===== src/rtl/writeback_stage_if.sv =====
// ============================================================================
// Module      : writeback_stage_if
// Description : MEM-stage to write-back bundle: captured instruction fields in,
//               register-file and fetch-PC results out.
// Revision    : 1.0 - initial release
// ============================================================================
`default_nettype none

interface writeback_stage_if #(
    parameter int DWIDTH   = 32,
    parameter int AWIDTH   = 32,
    parameter int CNTWIDTH = 64
);
    logic                valid_i;
    logic                stall_i;
    logic                flush_i;
    logic [AWIDTH-1:0]   pc_i;
    logic [DWIDTH-1:0]   alu_res_i;
    logic [DWIDTH-1:0]   memory_data_i;
    logic [1:0]          wbsel_i;
    logic [2:0]          funct3_i;
    logic [4:0]          rd_i;
    logic                regwren_i;
    logic                brtaken_i;

    logic [DWIDTH-1:0]   writeback_data_o;
    logic [4:0]          rd_o;
    logic                regwren_o;
    logic                valid_o;
    logic [AWIDTH-1:0]   next_pc_o;
    logic                redirect_o;
    logic [CNTWIDTH-1:0] instret_o;

    // MEM stage side: presents the instruction, observes the results.
    modport master (
        output valid_i, stall_i, flush_i, pc_i, alu_res_i, memory_data_i,
               wbsel_i, funct3_i, rd_i, regwren_i, brtaken_i,
        input  writeback_data_o, rd_o, regwren_o, valid_o, next_pc_o,
               redirect_o, instret_o
    );

    // Write-back stage side.
    modport slave (
        input  valid_i, stall_i, flush_i, pc_i, alu_res_i, memory_data_i,
               wbsel_i, funct3_i, rd_i, regwren_i, brtaken_i,
        output writeback_data_o, rd_o, regwren_o, valid_o, next_pc_o,
               redirect_o, instret_o
    );
endinterface

`default_nettype wire


===== src/rtl/writeback_stage.sv =====
// ============================================================================
// Module      : writeback_stage
// Description : Registered write-back stage: load extraction, link address,
//               write gating, next-PC/redirect and retired-instruction count.
// Revision    : 1.0 - initial release
// ============================================================================
`default_nettype none

module writeback_stage #(
    parameter int                DWIDTH   = 32,
    parameter int                AWIDTH   = 32,
    parameter int                CNTWIDTH = 64,
    parameter logic [AWIDTH-1:0] RESET_PC = AWIDTH'(32'h0100_0000)
) (
    input  wire logic          clk,
    input  wire logic          reset,
    writeback_stage_if.slave   bus
);

    localparam logic [1:0] c_wb_alu = 2'd0;
    localparam logic [1:0] c_wb_mem = 2'd1;
    localparam logic [1:0] c_wb_pc  = 2'd2;
    localparam logic [1:0] c_wb_off = 2'd3;

    localparam logic [2:0] c_f3_lb  = 3'b000;
    localparam logic [2:0] c_f3_lh  = 3'b001;
    localparam logic [2:0] c_f3_lbu = 3'b100;
    localparam logic [2:0] c_f3_lhu = 3'b101;

    // ------------------------------------------------------------------
    // Combinational datapath
    // ------------------------------------------------------------------
    logic [AWIDTH-1:0] w_pc_plus4;
    logic [AWIDTH-1:0] w_alu_addr;
    logic [DWIDTH-1:0] w_link;
    logic [7:0]        w_byte;
    logic [15:0]       w_half;
    logic [DWIDTH-1:0] w_load;
    logic [DWIDTH-1:0] w_sel_data;
    logic              w_wren;
    logic [AWIDTH-1:0] w_target;

    assign w_pc_plus4 = bus.pc_i + AWIDTH'(4);

    // Link address is resized to the data width; the target address to AWIDTH.
    generate
        if (DWIDTH > AWIDTH) begin : g_link_zext
            assign w_link     = {{(DWIDTH-AWIDTH){1'b0}}, w_pc_plus4};
            assign w_alu_addr = bus.alu_res_i[AWIDTH-1:0];
        end else if (DWIDTH == AWIDTH) begin : g_link_same
            assign w_link     = w_pc_plus4;
            assign w_alu_addr = bus.alu_res_i;
        end else begin : g_link_trunc
            assign w_link     = w_pc_plus4[DWIDTH-1:0];
            assign w_alu_addr = {{(AWIDTH-DWIDTH){1'b0}}, bus.alu_res_i};
        end
    endgenerate

    assign w_target = {w_alu_addr[AWIDTH-1:1], 1'b0};

    always_comb begin
        w_byte = 8'h00;
        case (bus.alu_res_i[1:0])
            2'd0:    w_byte = bus.memory_data_i[7:0];
            2'd1:    w_byte = bus.memory_data_i[15:8];
            2'd2:    w_byte = bus.memory_data_i[23:16];
            default: w_byte = bus.memory_data_i[31:24];
        endcase
    end

    // Halfword selection deliberately ignores the low offset bit.
    assign w_half = bus.alu_res_i[1] ? bus.memory_data_i[31:16]
                                     : bus.memory_data_i[15:0];

    always_comb begin
        w_load = bus.memory_data_i;
        case (bus.funct3_i)
            c_f3_lb:  w_load = {{(DWIDTH-8){w_byte[7]}}, w_byte};
            c_f3_lbu: w_load = {{(DWIDTH-8){1'b0}}, w_byte};
            c_f3_lh:  w_load = {{(DWIDTH-16){w_half[15]}}, w_half};
            c_f3_lhu: w_load = {{(DWIDTH-16){1'b0}}, w_half};
            default:  w_load = bus.memory_data_i;
        endcase
    end

    always_comb begin
        w_sel_data = '0;
        case (bus.wbsel_i)
            c_wb_alu: w_sel_data = bus.alu_res_i;
            c_wb_mem: w_sel_data = w_load;
            c_wb_pc:  w_sel_data = w_link;
            default:  w_sel_data = '0;
        endcase
    end

    assign w_wren = bus.regwren_i & (bus.rd_i != 5'd0) & (bus.wbsel_i != c_wb_off);

    // ------------------------------------------------------------------
    // Register stage
    // ------------------------------------------------------------------
    logic [DWIDTH-1:0]   wb_data_q,  wb_data_d;
    logic [4:0]          rd_q,       rd_d;
    logic                regwren_q,  regwren_d;
    logic                valid_q,    valid_d;
    logic [AWIDTH-1:0]   next_pc_q,  next_pc_d;
    logic                redirect_q, redirect_d;
    logic [CNTWIDTH-1:0] instret_q,  instret_d;

    // Flush beats stall; a stall freezes everything including redirect.
    always_comb begin
        wb_data_d  = wb_data_q;
        rd_d       = rd_q;
        regwren_d  = regwren_q;
        valid_d    = valid_q;
        next_pc_d  = next_pc_q;
        redirect_d = redirect_q;
        instret_d  = instret_q;
        if (bus.flush_i) begin
            valid_d    = 1'b0;
            regwren_d  = 1'b0;
            redirect_d = 1'b0;
        end else if (bus.stall_i) begin
            valid_d    = valid_q;
        end else if (bus.valid_i) begin
            wb_data_d  = w_sel_data;
            rd_d       = bus.rd_i;
            regwren_d  = w_wren;
            valid_d    = 1'b1;
            next_pc_d  = bus.brtaken_i ? w_target : w_pc_plus4;
            redirect_d = bus.brtaken_i;
            instret_d  = instret_q + CNTWIDTH'(1);
        end else begin
            valid_d    = 1'b0;
            regwren_d  = 1'b0;
            redirect_d = 1'b0;
        end
    end

    always_ff @(posedge clk) begin
        if (reset) begin
            wb_data_q  <= '0;
            rd_q       <= 5'd0;
            regwren_q  <= 1'b0;
            valid_q    <= 1'b0;
            next_pc_q  <= RESET_PC;
            redirect_q <= 1'b0;
            instret_q  <= '0;
        end else begin
            wb_data_q  <= wb_data_d;
            rd_q       <= rd_d;
            regwren_q  <= regwren_d;
            valid_q    <= valid_d;
            next_pc_q  <= next_pc_d;
            redirect_q <= redirect_d;
            instret_q  <= instret_d;
        end
    end

    assign bus.writeback_data_o = wb_data_q;
    assign bus.rd_o             = rd_q;
    assign bus.regwren_o        = regwren_q;
    assign bus.valid_o          = valid_q;
    assign bus.next_pc_o        = next_pc_q;
    assign bus.redirect_o       = redirect_q;
    assign bus.instret_o        = instret_q;

endmodule

`default_nettype wire

===== src/flat_wrapper.sv =====
// flat-port wrapper written by rule: the top's interface ports become plain ports
module writeback_stage_flat 
#(
    parameter int                DWIDTH   = 32,
    parameter int                AWIDTH   = 32,
    parameter int                CNTWIDTH = 64,
    parameter logic [AWIDTH-1:0] RESET_PC = AWIDTH'(32'h0100_0000)
)
  (clk, reset, bus_valid_i, bus_stall_i, bus_flush_i, bus_pc_i, bus_alu_res_i, bus_memory_data_i, bus_wbsel_i, bus_funct3_i, bus_rd_i, bus_regwren_i, bus_brtaken_i, bus_writeback_data_o, bus_rd_o, bus_regwren_o, bus_valid_o, bus_next_pc_o, bus_redirect_o, bus_instret_o);
  writeback_stage_if #(.DWIDTH(DWIDTH), .AWIDTH(AWIDTH), .CNTWIDTH(CNTWIDTH)) bus_i ();
  input  wire logic clk;
  input  wire logic reset;
  input wire logic [$bits(bus_i.valid_i)-1:0] bus_valid_i;
  input wire logic [$bits(bus_i.stall_i)-1:0] bus_stall_i;
  input wire logic [$bits(bus_i.flush_i)-1:0] bus_flush_i;
  input wire logic [$bits(bus_i.pc_i)-1:0] bus_pc_i;
  input wire logic [$bits(bus_i.alu_res_i)-1:0] bus_alu_res_i;
  input wire logic [$bits(bus_i.memory_data_i)-1:0] bus_memory_data_i;
  input wire logic [$bits(bus_i.wbsel_i)-1:0] bus_wbsel_i;
  input wire logic [$bits(bus_i.funct3_i)-1:0] bus_funct3_i;
  input wire logic [$bits(bus_i.rd_i)-1:0] bus_rd_i;
  input wire logic [$bits(bus_i.regwren_i)-1:0] bus_regwren_i;
  input wire logic [$bits(bus_i.brtaken_i)-1:0] bus_brtaken_i;
  output wire logic [$bits(bus_i.writeback_data_o)-1:0] bus_writeback_data_o;
  output wire logic [$bits(bus_i.rd_o)-1:0] bus_rd_o;
  output wire logic [$bits(bus_i.regwren_o)-1:0] bus_regwren_o;
  output wire logic [$bits(bus_i.valid_o)-1:0] bus_valid_o;
  output wire logic [$bits(bus_i.next_pc_o)-1:0] bus_next_pc_o;
  output wire logic [$bits(bus_i.redirect_o)-1:0] bus_redirect_o;
  output wire logic [$bits(bus_i.instret_o)-1:0] bus_instret_o;
  assign bus_i.valid_i = bus_valid_i;
  assign bus_i.stall_i = bus_stall_i;
  assign bus_i.flush_i = bus_flush_i;
  assign bus_i.pc_i = bus_pc_i;
  assign bus_i.alu_res_i = bus_alu_res_i;
  assign bus_i.memory_data_i = bus_memory_data_i;
  assign bus_i.wbsel_i = bus_wbsel_i;
  assign bus_i.funct3_i = bus_funct3_i;
  assign bus_i.rd_i = bus_rd_i;
  assign bus_i.regwren_i = bus_regwren_i;
  assign bus_i.brtaken_i = bus_brtaken_i;
  assign bus_writeback_data_o = bus_i.writeback_data_o;
  assign bus_rd_o = bus_i.rd_o;
  assign bus_regwren_o = bus_i.regwren_o;
  assign bus_valid_o = bus_i.valid_o;
  assign bus_next_pc_o = bus_i.next_pc_o;
  assign bus_redirect_o = bus_i.redirect_o;
  assign bus_instret_o = bus_i.instret_o;
  writeback_stage #(.DWIDTH(DWIDTH), .AWIDTH(AWIDTH), .CNTWIDTH(CNTWIDTH), .RESET_PC(RESET_PC)) u_core (.clk(clk), .reset(reset), .bus(bus_i));
endmodule

===== config.mk =====
export PLATFORM = sky130hd
export DESIGN_NAME = writeback_stage_flat
export DESIGN_NICKNAME = d
export VERILOG_FILES = /design/src/rtl/writeback_stage_if.sv /design/src/rtl/writeback_stage.sv /design/src/flat_wrapper.sv
export SDC_FILE = /design/constraint.sdc
export NUM_CORES = 1
export LEC_CHECK = 0
export ABC_AREA = 1
export CAP_MARGIN = 20
export CORE_ASPECT_RATIO = 1.2
export CORE_MARGIN = 2
export CORE_UTILIZATION = 46
export DETAILED_ROUTE_END_ITERATION = 10
export GPL_ROUTABILITY_DRIVEN = 0
export MAX_ROUTING_LAYER = met4
export PLACE_DENSITY = 0.78
export SETUP_SLACK_MARGIN = 0.5
export SYNTH_ARGS = -nofsm -noshare
export SYNTH_HDL_FRONTEND = slang
export SYNTH_SLANG_ARGS = --single-unit

===== constraint.sdc =====
create_clock -name clk -period 4.8 [get_ports clk]
set_clock_uncertainty 0.2 [all_clocks]
set_input_delay 0.48 -clock clk [delete_from_list [all_inputs] [get_ports clk]]
set_output_delay 0.48 -clock clk [all_outputs]
set_load 0.02 [all_outputs]

==> qor.txt, run 1 <==
Nets: 1,846
Die Area: 20,500 sq um
CTS H-tree lvls: 4
Synth Flop Type: dfxtp_1
register area share after synthesis: 0.306
cell count after placement: 1,967
GRT Total Usage: 0.353
Skew-Pair Late Insertion Delay: 0.44 ns
vias per inst: 5.64
Clock Path Buffers: 2
vias in the first global route: 10,483
Final Hold Viols: 0
Yosys top cell by area: dfxtp_1
pin count of the biggest net entering global routing: 96
Synth async-reset ratio: 0
Cell Area, Synth: 8890 sq um
post-route setup TNS: 0 ns
instance count of the mapped netlist: 1,511
# Post-CTS Setup Buffers: 0
Pwr Density: 258 nW/um^2
Max Cap Violations: 0
cells on worst reg2reg path: 10
post-route ant nets: 0
antenna violations before repair: 0
Area growth syn-to-layout: 37.4%
Crit Reg-Reg Endpoint: u_core.bus.instret_o[56]
Synth top area share: 0.306
Root Buffer: clkbuf_16
Post-Route WL: 35,100 um
Synth cell types: 37
flops & latches, synth: 136
Hold Buf Count CTS: 0
Crit. End Element: flop
critical hold path startpoint: u_core.bus.writeback_data_o[13]
Finish-stage setup viols: 0
wire length per cell: 17.6 um
HP Class: flop to flop
Starting DRT DRC Count: 1,239
Hold EP: u_core.bus.writeback_data_o[13]
Core Rows: 55
EDFF count, synth: 0
Pre-antenna DRT Iters: 8
Finished Layout Cells: 2,000
Die X: 131 um
ranking of synthesized cells by area: dfxtp_1, nand2_1, a21oi_1
CTS Sinks: 136
Rel. slew slack: 0.279
Max Clk Rate: 360 MHz
vias: 11,271
R2R Setup Slk: 2.38 ns
hpwl dp: 26,200 um
Min Clock Period, post-route: 2.78 ns
commonest non-fill, non-tap cell in the layout: nand2_1
Die Height: 156 um
TritonCTS Buffers: 17
CP max FO: 24
RSZ-0062 raised after global routing: false
Hold Path Cell Cnt: 2
port bufs: 248
Worst EP arrival: 2.85 ns
GRT overflow: 0
Avg Cell Area, Syn: 5.88 sq um
clock slew seen by the registers of the worst setup and hold paths: 0.06 ns
startpoint types: input pin
# DRC: 0
number of cells upsized or downsized after cts: 0
Required @ worst endpoint: 4.87 ns
layout cells sized above 1: 0.0533
Synth Net Count: 1,626
commonest cells after routing, fill and taps aside: nand2_1, clkdlybuf4s50_1, nor2_1, a21oi_1, inv_1
core box area: 18,900 sq um
VDD IR max: 257 uV
Final period util: 0.578
Leak: 4.47 nW
I/O pins: 249
Diodes inserted: 0
Worst-Margin Slew: 1.08 ns
Syn. warnings: 0
RR Startpoint: u_core.bus.instret_o[0]
result of the run: completed
first-pass GRT wire length: 54,100 um
Initial Utilization: 0.470
crit path kind: input pin to flop
CTS tree: built
final count of pins violating max slew: 0
kinds of logic after synthesis:
| logic type | Yosys count | synth area share |
|---|---|---|
| compound gates | 253 | 0.153 |
| buf+inv | 207 | 0.0908 |
| fa+ha+maj | 2 | 0.00281 |
| xor+xnor | 18 | 0.0177 |
| flops | 136 | 0.306 |
| simple gates | 895 | 0.430 |
Yosys cell counts, types with 6 or more instances:
master	n
xor2_1	14
nand3_1	110
a21oi_1	149
buf_2	8
inv_1	139
clkbuf_1	43
nand4_1	32
o211ai_1	26
dfxtp_1	136
inv_2	8
nor2_1	175
nor3_1	33
nor3_2	6
o21ai_0	66
nand2_2	10
nand2_1	498
nor2_2	9
final cells by class:
class	count	area, sq um
fill	1759	6710
multi-input combinational	1168	5370
sequential	136	2720
timing repair buffer	259	2570
inverter	149	564
clock buffer	18	429
tap	256	320
clock inverter	14	246
metal layers:
layer / part of all wire / track usage / vias to the layer above
li1: - / - / 5341
met1: 0.36 / 0.399 / 5000
met2: 0.48 / 0.586 / 763
met3: 0.098 / 0.0674 / 167
met4: 0.060 / 0.194 / 0
met5: 0 / - / -
sequential cells by signal, indices dropped and copies added, names as in the netlist:
register,flops
u_core.bus.regwren_o,1
u_core.bus.instret_o,64
u_core.bus.valid_o,1
u_core.bus.writeback_data_o,32
u_core.bus.rd_o,5
u_core.bus.next_pc_o,32
u_core.bus.redirect_o,1
stage by stage:
| step | util | area (sq um) | power, mW | setup slack (ns) | hold slack (ns) |
|---|---|---|---|---|---|
| final | 0.645 | 12200 | 3.15 | 2.02 | 0.267 |
| after global routing | 0.645 | 12200 | 3.24 | 1.91 | 0.290 |
| after CTS | 0.645 | 12200 | 3.15 | 2.14 | 0.264 |
| after detailed placement | 0.609 | 11500 | 1.63 | 1.71 | 0.255 |
| after global placement | 0.609 | 11500 | 1.63 | 1.77 | 0.250 |
| after floorplan | - | 8890 | 1.41 | 2.72 | 0.332 |
power by group:
part,internal (mW),switching [mW],leakage [nW]
sequential,1.15,0.0158,1.10
combinational,0.191,0.265,3.05
clock,0.979,0.549,0.317
total,2.32,0.830,4.47
how the worst max path moves through the flow:
stage | cells after the start | to | slack, ns | from
final | 12 | u_core.bus.writeback_data_o[18] | 2.02 | bus_funct3_i[1]
after global routing | 12 | u_core.bus.writeback_data_o[18] | 1.91 | bus_funct3_i[1]
after CTS | 12 | u_core.bus.writeback_data_o[18] | 2.14 | bus_funct3_i[1]
after detailed placement | 12 | u_core.bus.writeback_data_o[18] | 1.71 | bus_funct3_i[1]
after global placement | 12 | u_core.bus.writeback_data_o[17] | 1.77 | bus_funct3_i[1]
after floorplan | 12 | u_core.bus.instret_o[38] | 2.72 | u_core.bus.instret_o[0]
critical path, cell delays in order:
cell	delay, ns
clkdlybuf4s50_1	0.96
inv_6	0.19
nand2_2	0.19
nor2_1	0.06
nand2_1	0.09
nand2_1	0.07
nand2_2	0.16
nand3_4	0.24
nand3_1	0.14
nand3_1	0.11
nand2_1	0.08
a21oi_1	0.08
Power figures use the tool's default switching activity.
==> run 2: changes to the inputs <==
- clock period: 4.8 -> 2.86 ns (I/O delays scaled with it)
==> run 2 against run 1 <==
Net effect:
- worst hold slack got worse by 0.057 ns
- worst setup slack got worse by 1.4 ns
- wire length rose by 0.18%
- combinational power rose by 68%
- flip-flop and latch count did not move
- count of clock-buffer cells in the layout rose by 1
- total power rose by 62%
- sequential share of layout area fell by 0.052 points
- cell count rose by 0.30%
- design area rose by 0.33%
- non-clock buffer count rose by 7
- critical endpoint is now u_core.bus.instret_o[54]
- largest cell class unchanged
- highest routed layer unchanged
==> qor.txt, run 2 (synthesis results as in run 1) <==
result of the run: completed
cells on worst reg2reg path: 9 (-1)
commonest cells after routing, fill and taps aside: nand2_1, clkdlybuf4s50_1, nor2_1, a21oi_1, inv_1
GRT Total Usage: 0.353 (about the same)
vias per inst: 5.60 (-0.69%)
Crit. End Element: flop
grt met2 use: 0.596 (+0.0107)
clock slew seen by the registers of the worst setup and hold paths: 0.06 ns (about the same)
GR peak layer: met2
Die Area: 20,500 sq um (unchanged)
wire length per cell: 17.6 um (-0.12%)
RSZ-0062 raised after global routing: false
Root Buffer: clkbuf_16
antenna violations before repair: 1 (+1)
TritonCTS Buffers: 17 (unchanged)
Worst-Margin Slew: 0.621 ns (-0.461 ns)
core box area: 18,900 sq um (unchanged)
crit path kind: flop to flop
Max Cap Violations: 0 (unchanged)
Finished Layout Cells: 2,006 (+0.30%)
Largest register FFs: 64 (unchanged)
CP max FO: 6 (-75%)
final count of pins violating max slew: 0 (unchanged)
Post-Route WL: 35,200 um (+0.18%)
pin count of the biggest net entering global routing: 104 (+8.3%)
pre-CTS setup slack: 0.256 ns (-1.45 ns)
met1 GRT Util: 0.392 (-0.00657)
GRT overflow: 0 (unchanged)
Die X: 131 um (unchanged)
startpoint types: flop
vias in the first global route: 10,375 (-1.0%)
CTS tree: built
Rel. slew slack: 0.586 (+0.307)
Max Clk Rate: 445 MHz
Starting DRT DRC Count: 1,093 (-12%)
Die Height: 156 um (unchanged)
I/O pins: 249 (unchanged)
Nets: 1,853 (+0.38%)
port bufs: 248 (unchanged)
vias: 11,227 (-0.39%)
HP Class: input pin to flop
Hold WS: 0.210 ns (-0.0566 ns)
Critical Path Source: u_core.bus.instret_o[0]
Pre-antenna DRT Iters: 6 (-2)
cell count after placement: 1,975 (+0.41%)
RR Startpoint: u_core.bus.instret_o[0]
# DRC: 0 (unchanged)
first-pass GRT wire length: 54,000 um (-0.22%)
Pwr Density: 417 nW/um^2 (+62%)
CP delay by family, top: simple AND/OR/NAND/NOR gates
Hold Path Cell Cnt: 3 (+1)
Min Clock Period, post-route: 2.25 ns
Initial Utilization: 0.470 (unchanged)
CP bufs+invs: 0 (-2)
Required @ worst endpoint: 2.95 ns (-1.92 ns)
Hold Buf Count CTS: 0 (unchanged)
met3 Usage GRT: 0.0550 (-0.0123)
Critical Path Stages: 9 (-3)
hpwl dp: 26,700 um (+1.8%)
Leak: 4.49 nW (+0.44%)
Core Rows: 55 (unchanged)
critical hold path startpoint: reset
Max stage delay cell, worst path: nor3_1
Area growth syn-to-layout: 37.9%
Skew-Pair Late Insertion Delay: 0.43 ns (about the same)
Worst EP arrival: 2.33 ns (-0.52 ns)
Finish-stage setup viols: 0 (unchanged)
Clock Path Buffers: 2 (unchanged)
crit-path max cell delay: 0.51 ns (-0.45 ns)
layout cells sized above 1: 0.0612 (+0.00785)
post-route setup TNS: 0 ns (unchanged)
fin worst setup slack: 0.612 ns (-1.41 ns)
Final Hold Viols: 0 (unchanged)
post-route ant nets: 0 (unchanged)
commonest non-fill, non-tap cell in the layout: nand2_1
Final period util: 0.786
VDD IR max: 420 uV (+63%)
most frequent CP cell: nand2_1
critical-path cell list: ha_2, nand2_2, nand3b_1, nor3_1, nand3_1, nand2_1, nand2_1, nand2_1, a21oi_1
CTS Sinks: 136 (unchanged)
CTS H-tree lvls: 4 (unchanged)
[run 2: changes by cell type in the layout (fill, tap and decap cells not counted), sizes merged]
cell,delta
diode,+1
clkinvlp,-2
buf,+7
inv,-1
clkbuf,+1
bufinv,-2
clkinv,+2
[run 2: what timing repair did]
| action | 4_1_cts | 5_1_grt |
|---|---|---|
| resized for setup | 0 | 10 |
| hold endpoints to repair | 0 | 0 |
| setup endpoints to repair | 0 | 17 |
| setup buffers | 0 | 0 |
[run 2: layer usage]
layer,share of wire,wire (um),vias to the layer above
met4,0.068,2390,0
li1,-,-,5359
met3,0.086,3030,156
met2,0.49,17200,681
met5,0,0,-
met1,0.36,12600,5031
[run 2: tightest hold or removal path: stages]
cell    delay (ns)
buf_2         0.11
buf_4         0.26
nor2_1        0.14
[run 2: final cells by class]
cell class              instances  area [sq um]
diodes                          1          2.50
clock buffers                  19           453
clock inverters                11           173
fillers                      1794          6670
inverters                     149           564
multi-input cells            1168          5390
flip-flops and latches        136          2730
well taps                     256           320
repair buffers                266          2630
[run 2: worst paths after layout]
kind	slack (ns)	end
hold reg to reg	0.27	u_core.bus.writeback_data_o[31]
setup reg to reg	0.61	u_core.bus.instret_o[54]
hold / removal	0.21	u_core.bus.instret_o[15]
setup / recovery	0.61	u_core.bus.instret_o[54]
[run 2: report_power, final]
part	total, mW	switching (mW)	internal (mW)	leakage [nW]
sequential	1.96	0.0264	1.93	1.10
clock	2.38	0.883	1.50	0.305
combinational	0.768	0.442	0.326	3.08
total	5.11	1.35	3.76	4.49
[run 2: metrics by stage]
stage	cell area (sq um)	total power, mW	util
after floorplan	8890	2.36	-
after global placement	11600	2.75	0.613
after detailed placement	11600	2.75	0.613
after CTS	12200	5.11	0.646
after global routing	12300	5.26	0.648
final	12300	5.11	0.648
